$ cat src/rtl/tt_mux_pkg.sv
// Shared bus geometry and controller state encoding for the project multiplexer.
package tt_mux_pkg;

  // Width of the broadcast input bus and of each project's return bus
  localparam int IW_W = 18;
  localparam int OW_W = 24;

  // Field offsets inside iw: {uio_in, ui_in, rst_n, clk}
  localparam int IW_CLK = 0;
  localparam int IW_RST = 1;
  localparam int IW_UI  = 2;
  localparam int IW_UIO = 10;

  // Field offsets inside ow: {uio_oe, uio_out, uo_out}
  localparam int OW_UO      = 0;
  localparam int OW_UIO_OUT = 8;
  localparam int OW_UIO_OE  = 16;

  typedef enum logic [1:0] {
    ST_IDLE   = 2'd0,
    ST_SWITCH = 2'd1,
    ST_RESET  = 2'd2,
    ST_RUN    = 2'd3
  } state_t;

endpackage

$ cat src/rtl/tt_ctrl_sync.sv
// Two-flop synchroniser for an asynchronous pad; optionally turns each rising
// edge of the synchronised level into a single clk-cycle pulse.
module tt_ctrl_sync #(
  parameter bit EDGE = 1'b0
) (
  input  logic clk,
  input  logic rst_n,
  input  logic din,
  output logic q
);

  logic [1:0] ff;

  // Metastability filter: ff[1] is the clean synchronised level
  always_ff @(posedge clk or negedge rst_n) begin
    if (!rst_n) ff <= '0;
    else        ff <= {ff[0], din};
  end

  if (EDGE) begin : g_edge
    logic prev;

    // Remember last synchronised level so a rise yields one pulse
    always_ff @(posedge clk or negedge rst_n) begin
      if (!rst_n) prev <= 1'b0;
      else        prev <= ff[1];
    end

    assign q = ff[1] & ~prev;
  end else begin : g_level
    assign q = ff[1];
  end

endmodule

$ cat src/rtl/tt_mux_ctrl.sv
// Chip-level project multiplexer: picks one project from pad pulses, runs it
// through a gap / held-reset / run sequence and muxes its outputs to the pads.
module tt_mux_ctrl
  import tt_mux_pkg::*;
#(
  parameter int N_PROJ     = 16,
  parameter int SEL_W      = 4,
  parameter int RST_CYCLES = 8,
  parameter int GAP_CYCLES = 2
) (
  input  logic                     clk,
  input  logic                     rst_n,
  input  logic                     ctrl_ena,
  input  logic                     ctrl_sel_inc,
  input  logic                     ctrl_sel_clr,
  input  logic                     pad_clk,
  input  logic                     pad_rst_n,
  input  logic [7:0]               pad_ui_in,
  input  logic [7:0]               pad_uio_in,
  output logic [N_PROJ-1:0]        ena_o,
  output logic [IW_W-1:0]          iw_o,
  input  logic [OW_W*N_PROJ-1:0]   ow_i,
  output logic [7:0]               pad_uo_out,
  output logic [7:0]               pad_uio_out,
  output logic [7:0]               pad_uio_oe
);

  localparam logic [7:0] RST_LOAD = 8'(RST_CYCLES);
  localparam logic [7:0] GAP_LOAD = 8'(GAP_CYCLES);

  logic             ena_s, inc_p, clr_s;
  state_t           state, state_nx;
  logic [SEL_W-1:0] sel, sel_nx;
  logic [7:0]       rst_cnt, rst_cnt_nx, gap_cnt, gap_cnt_nx;
  logic             sel_chg;
  logic [N_PROJ-1:0] ena_nx;
  logic [OW_W-1:0]  ow_sel;
  logic             sel_ok, active, running;

  tt_ctrl_sync #(.EDGE(1'b0)) u_sync_ena (.clk(clk), .rst_n(rst_n), .din(ctrl_ena),     .q(ena_s));
  tt_ctrl_sync #(.EDGE(1'b1)) u_sync_inc (.clk(clk), .rst_n(rst_n), .din(ctrl_sel_inc), .q(inc_p));
  tt_ctrl_sync #(.EDGE(1'b0)) u_sync_clr (.clk(clk), .rst_n(rst_n), .din(ctrl_sel_clr), .q(clr_s));

  // Select counter: clear beats increment; wrap also recovers an out-of-range value
  always_comb begin
    sel_nx = sel;
    if (clr_s) begin
      sel_nx = '0;
    end else if (inc_p) begin
      if (sel >= SEL_W'(N_PROJ - 1)) sel_nx = '0;
      else                           sel_nx = sel + SEL_W'(1);
    end
  end

  assign sel_chg = (sel_nx != sel);

  // Sequencer: dropping ctrl_ena always wins; a select change forces a gap
  always_comb begin
    state_nx   = state;
    rst_cnt_nx = rst_cnt;
    gap_cnt_nx = gap_cnt;
    if (!ena_s) begin
      state_nx = ST_IDLE;
    end else begin
      case (state)
        ST_IDLE: begin
          state_nx   = ST_RESET;
          rst_cnt_nx = RST_LOAD;
        end
        ST_RESET: begin
          if (sel_chg) begin
            state_nx   = ST_SWITCH;
            gap_cnt_nx = GAP_LOAD;
          end else if (rst_cnt == 8'd1) begin
            state_nx = ST_RUN;
          end else begin
            rst_cnt_nx = rst_cnt - 8'd1;
          end
        end
        ST_RUN: begin
          if (sel_chg) begin
            state_nx   = ST_SWITCH;
            gap_cnt_nx = GAP_LOAD;
          end
        end
        ST_SWITCH: begin
          if (sel_chg) begin
            gap_cnt_nx = GAP_LOAD;
          end else if (gap_cnt == 8'd1) begin
            state_nx   = ST_RESET;
            rst_cnt_nx = RST_LOAD;
          end else begin
            gap_cnt_nx = gap_cnt - 8'd1;
          end
        end
        default: state_nx = ST_IDLE;
      endcase
    end
  end

  // One-hot enable for the next cycle; an out-of-range select matches no bit
  always_comb begin
    ena_nx = '0;
    if (state_nx == ST_RESET || state_nx == ST_RUN) begin
      for (int k = 0; k < N_PROJ; k++) begin
        if (sel_nx == SEL_W'(k)) ena_nx[k] = 1'b1;
      end
    end
  end

  // Control state and the registered enables
  always_ff @(posedge clk or negedge rst_n) begin
    if (!rst_n) begin
      state   <= ST_IDLE;
      sel     <= '0;
      rst_cnt <= '0;
      gap_cnt <= '0;
      ena_o   <= '0;
    end else begin
      state   <= state_nx;
      sel     <= sel_nx;
      rst_cnt <= rst_cnt_nx;
      gap_cnt <= gap_cnt_nx;
      ena_o   <= ena_nx;
    end
  end

  // Pick the selected project's return bus
  always_comb begin
    ow_sel = '0;
    sel_ok = 1'b0;
    for (int k = 0; k < N_PROJ; k++) begin
      if (sel == SEL_W'(k)) begin
        ow_sel = ow_i[k*OW_W +: OW_W];
        sel_ok = 1'b1;
      end
    end
  end

  assign active  = sel_ok && (state == ST_RESET || state == ST_RUN);
  assign running = sel_ok && (state == ST_RUN);

  // Broadcast bus: project reset held low until the sequencer reaches RUN
  always_comb begin
    iw_o = '0;
    if (active) begin
      iw_o[IW_CLK]      = pad_clk;
      iw_o[IW_RST]      = running ? pad_rst_n : 1'b0;
      iw_o[IW_UI +: 8]  = pad_ui_in;
      iw_o[IW_UIO +: 8] = pad_uio_in;
    end
  end

  assign pad_uo_out  = active  ? ow_sel[OW_UO +: 8]      : 8'h00;
  assign pad_uio_out = active  ? ow_sel[OW_UIO_OUT +: 8] : 8'h00;
  assign pad_uio_oe  = running ? ow_sel[OW_UIO_OE +: 8]  : 8'h00;

endmodule
$ cat config.mk
export PLATFORM = sky130hd
export DESIGN_NAME = tt_mux_ctrl
export DESIGN_NICKNAME = d
export VERILOG_FILES = /design/src/rtl/tt_mux_pkg.sv /design/src/rtl/tt_ctrl_sync.sv /design/src/rtl/tt_mux_ctrl.sv
export SDC_FILE = /design/constraint.sdc
export NUM_CORES = 1
export LEC_CHECK = 0
export BUFFER_PORTS_ARGS = -buffer_cell sky130_fd_sc_hd__buf_2
export CORE_AREA = 5 5 179 181
export DETAILED_ROUTE_END_ITERATION = 16
export DIE_AREA = 0 0 184 186
export PLACE_DENSITY_LB_ADDON = 0.3
export SYNTH_ARGS = -nofsm -noshare
export SYNTH_HDL_FRONTEND = slang
export SYNTH_SLANG_ARGS = --single-unit
$ cat constraint.sdc
create_clock -name clk -period 2.9 [get_ports clk]
set_input_delay 0.29 -clock clk [delete_from_list [all_inputs] [get_ports clk]]
set_output_delay 0.29 -clock clk [all_outputs]
set_load 0.01 [all_outputs]
==> impl_metrics.env <==
export IMPL_grt_first_pass_wirelength_um=59600
export IMPL_ys_dominant_reg_cell="dfrtp_1"
export IMPL_global_route_overflow_total=0
export IMPL_drv_slew=0
export IMPL_post_synthesis_mean_instance_area_um2=7.17
export IMPL_synthTopCellsByArea="dfrtp_1 19%, a221oi_1 6.7%, o22ai_1 6.4%"
export IMPL_powerDensity_nw_per_um2=273
export IMPL_synth_yosys_warnings=0
export IMPL_status="complete, no violations"
export IMPL_grt_setup_unrepaired="true"
export IMPL_drc=0
export IMPL_cpMostUsedCell="buf_6"
export IMPL_via_per_inst=5.55
export IMPL_final_setup_tns_ns=0
export IMPL_netlist_instances=838
export IMPL_synthesis_area_um2=6010
export IMPL_first_global_vias=9187
export IMPL_critical_path_top_delay_family="buffers and inverters"
export IMPL_ranking_of_synthesized_cells_by_instance_count="90 x nand2_1, 61 x clkbuf_1, 61 x o22ai_1, 58 x nor2_1, 52 x o21ai_0"
export IMPL_worst_path_buf_inv=6
export IMPL_fin_crit_period_ns=2.89
export IMPL_design_final_nets=1726
export IMPL_layout_core_utilization=0.328
export IMPL_stdcell_count=1723
export IMPL_detailed_place_hpwl_um=34800
export IMPL_hold_path_class="in2reg"
export IMPL_timing_setup_critical_path_class="reg2out"
export IMPL_worst_ir_drop_vdd_v=0.000261
export IMPL_overall_die_area_um2=34200
export IMPL_crit_chain="buf_4 > ha_4 > buf_6 > clkinv_1 > buf_6 > nor2_4 > buf_12 > a221o_1 > a211oi_1 > a311oi_1 > buf_2"
export IMPL_cp_data_arrival_time_ns=2.60
export IMPL_cts_sink_count=45
export IMPL_yosys_area_top_type="dfrtp_1"
export IMPL_timing_critical_path_fanout_max=12
export IMPL_rr_endpoint="gap_cnt[4]"
export IMPL_slew_at_the_pin_closest_to_its_max_slew_limit_ns=1.02
export IMPL_finalPower_mw=2.72
export IMPL_postCtsHoldBufs=0
export IMPL_rrSetupSlack_ns=0.34
export IMPL_worstHoldPathCells=1
export IMPL_finalHoldWorstSlack_ns=0.105
export IMPL_route_antenna_remaining_nets=0
export IMPL_postSynthRegisterBits=45
export IMPL_ys_async_sr_fraction=1.00
export IMPL_max_slew_margin_rel=0.318
export IMPL_drt_pass1_iter_count=6
export IMPL_maxClockFrequency_mhz=346
export IMPL_rows=64
export IMPL_post_synth_top_count_cell="nand2_1"
export IMPL_pin_count=465
export IMPL_number_of_synthesized_flops_with_an_enable_pin=0
export IMPL_htree_num_levels=2
export IMPL_critical_path_slowest_cell="dfrtp_2"
export IMPL_timing_critical_path_to_type="output port"
export IMPL_critical_path_reg2reg_startpoint="sel[3]"
export IMPL_die_outline_width_um=184
export IMPL_worstHoldStart="ctrl_ena"
export IMPL_cts_buf_count=5
export IMPL_power_static_leakage_nw=4.58
export IMPL_vias=9558
export IMPL_start_util=0.199
export IMPL_report_final_setup_viol=0
export IMPL_placed_cells_incl_taps=1678
export IMPL_clock_tree_root_cell="clkbuf_16"
export IMPL_clock_tree_buffer_depth=2
export IMPL_drive_above_1_share=0.487
export IMPL_drt_iter0_markers=789
export IMPL_cts_tree="yes"
export IMPL_synth_nets=1253
export IMPL_grt_total_usage=0.230
export IMPL_worst_endpoint_required_ns=2.61
export IMPL_io_buffers=464
export IMPL_fp_coreArea_um2=30300
export IMPL_hold_viol=0
export IMPL_synth_cell_types=73
export IMPL_grt_start_max_net_pins=57
export IMPL_antenna_found_initial=18
export IMPL_drt_wl_total_um=44200
export IMPL_cpPeakStageDelay_ns=0.39
export IMPL_hold_path_end="u_sync_ena.ff[0]"
export IMPL_worst_r2r_cell_count=7
export IMPL_cap_violations=0
export IMPL_fin_skew_ns=0.00656
export IMPL_post_route_period_util=0.996
export IMPL_height_of_the_die_um=186
export IMPL_netlist_area_leader_share=0.187
export IMPL_route_detailed_wl_per_inst_um=25.6
export IMPL_synth_seq_area_share=0.187
export IMPL_worst_setup_hold_path_clk_slew_ns=0.06
export IMPL_gpl_final_weighted_congestion=0.968
export IMPL_worst_skew_pair_late_latency_ns=0.29
export IMPL_area_growth_synth_to_final_pct=65.2
export IMPL_crit_path_start_kind="flop"
[worst reg2reg max path: stages (launching register included)]
cell and delay, ns:
dfrtp_2 0.58, buf_4 0.31, o41ai_4 0.48, nand2_1 0.13, o221ai_1 0.47, buf_4 0.23
or2_2 0.15, o21ai_0 0.09
[registers in the layout, indices dropped and copies added, names as in the netlist]
| register | flops |
|---|---|
| ena_o | 16 |
| gap_cnt | 8 |
| rst_cnt | 8 |
| sel | 4 |
| state | 2 |
| u_sync_clr.ff | 2 |
| u_sync_ena.ff | 2 |
| u_sync_inc.ff | 2 |
| u_sync_inc.g_edge.prev | 1 |
[logic make-up (layout without fill, tap and decap cells)]
family,after synthesis,count (layout),share of synthesized area
flops,45,45,0.187
xor+xnor,1,1,0.00146
simple gates,265,265,0.235
other cells,0,15,0
buf+inv,125,599,0.0829
compound gates,393,393,0.475
mux,1,1,0.00167
fa+ha+maj,8,8,0.0167
[worst max-delay path by stage]
stage | to | from | cells after the start | slack [ns]
floorplan | pad_uio_oe[6] | sel[0] | 9 | 0.35
global placement | pad_uo_out[4] | sel[0] | 10 | 0.11
detailed placement | pad_uo_out[4] | sel[0] | 10 | 0.07
CTS | pad_uio_out[4] | sel[0] | 11 | -0.01
global route | pad_uio_out[4] | sel[0] | 12 | -0.07
finish | pad_uo_out[6] | sel[0] | 11 | 0.01
[per-layer routing]
| layer | share of wire | GRT usage | vias up | routed length (µm) |
|---|---|---|---|---|
| met4 | 0.038 | 0.0867 | 6 | 1700 |
| met3 | 0.090 | 0.0479 | 134 | 3970 |
| met5 | 0.00093 | 0 | - | 41 |
| met2 | 0.49 | 0.391 | 591 | 21400 |
| li1 | - | - | 4277 | - |
| met1 | 0.39 | 0.287 | 4550 | 17000 |
[area by class of cell]
cell class | count | area [µm²]
Timing Repair Buffer | 553 | 3270
Inverter | 38 | 145
Sequential cell | 45 | 1130
Tap cell | 396 | 495
Fill cell | 3361 | 20300
Clock inverter | 2 | 17.5
Multi-Input combinational cell | 668 | 4690
Clock buffer | 6 | 139
Antenna cell | 15 | 37.5
[where the power goes]
part           total (mW)  internal, mW  leakage [nW]  switching (mW)
Sequential          0.760         0.691         0.589          0.0695
Combinational        1.36         0.660          3.91           0.699
Clock               0.596         0.348        0.0775           0.248
[timing repair]
item | 4_1_cts | 5_1_grt
pin swaps | 3 | 29
gates cloned | 0 | 5
buffers inserted | 2 | 15
resized for setup | 23 | 54
setup endpoints to repair | 23 | 24
[metrics by stage]
stage / area, µm² / worst slack [ns]
after floorplan: 6010 / 0.351
after global placement: 9150 / 0.112
after detailed placement: 9150 / 0.0687
after CTS: 9410 / -0.0125
after global routing: 9920 / -0.0667
final: 9930 / 0.0124
[cells in the final DEF, fill, tap and decap left out, types with 13 or more instances in the layout]
master    count
diode_2      15
a21oi_1      48
o211ai_1     38
and3b_1      20
a211oi_2     17
buf_6        13
a211oi_1     20
nor2_1       55
a311oi_1     15
buf_2       464
and2_1       20
o221ai_1     22
buf_4        58
a221oi_1     36
o21ai_0      48
nand2_1      90
a221o_1      22
dfrtp_1      41
o22ai_1      60
inv_1        34
Note: power is estimated with default switching activity, not from simulation.
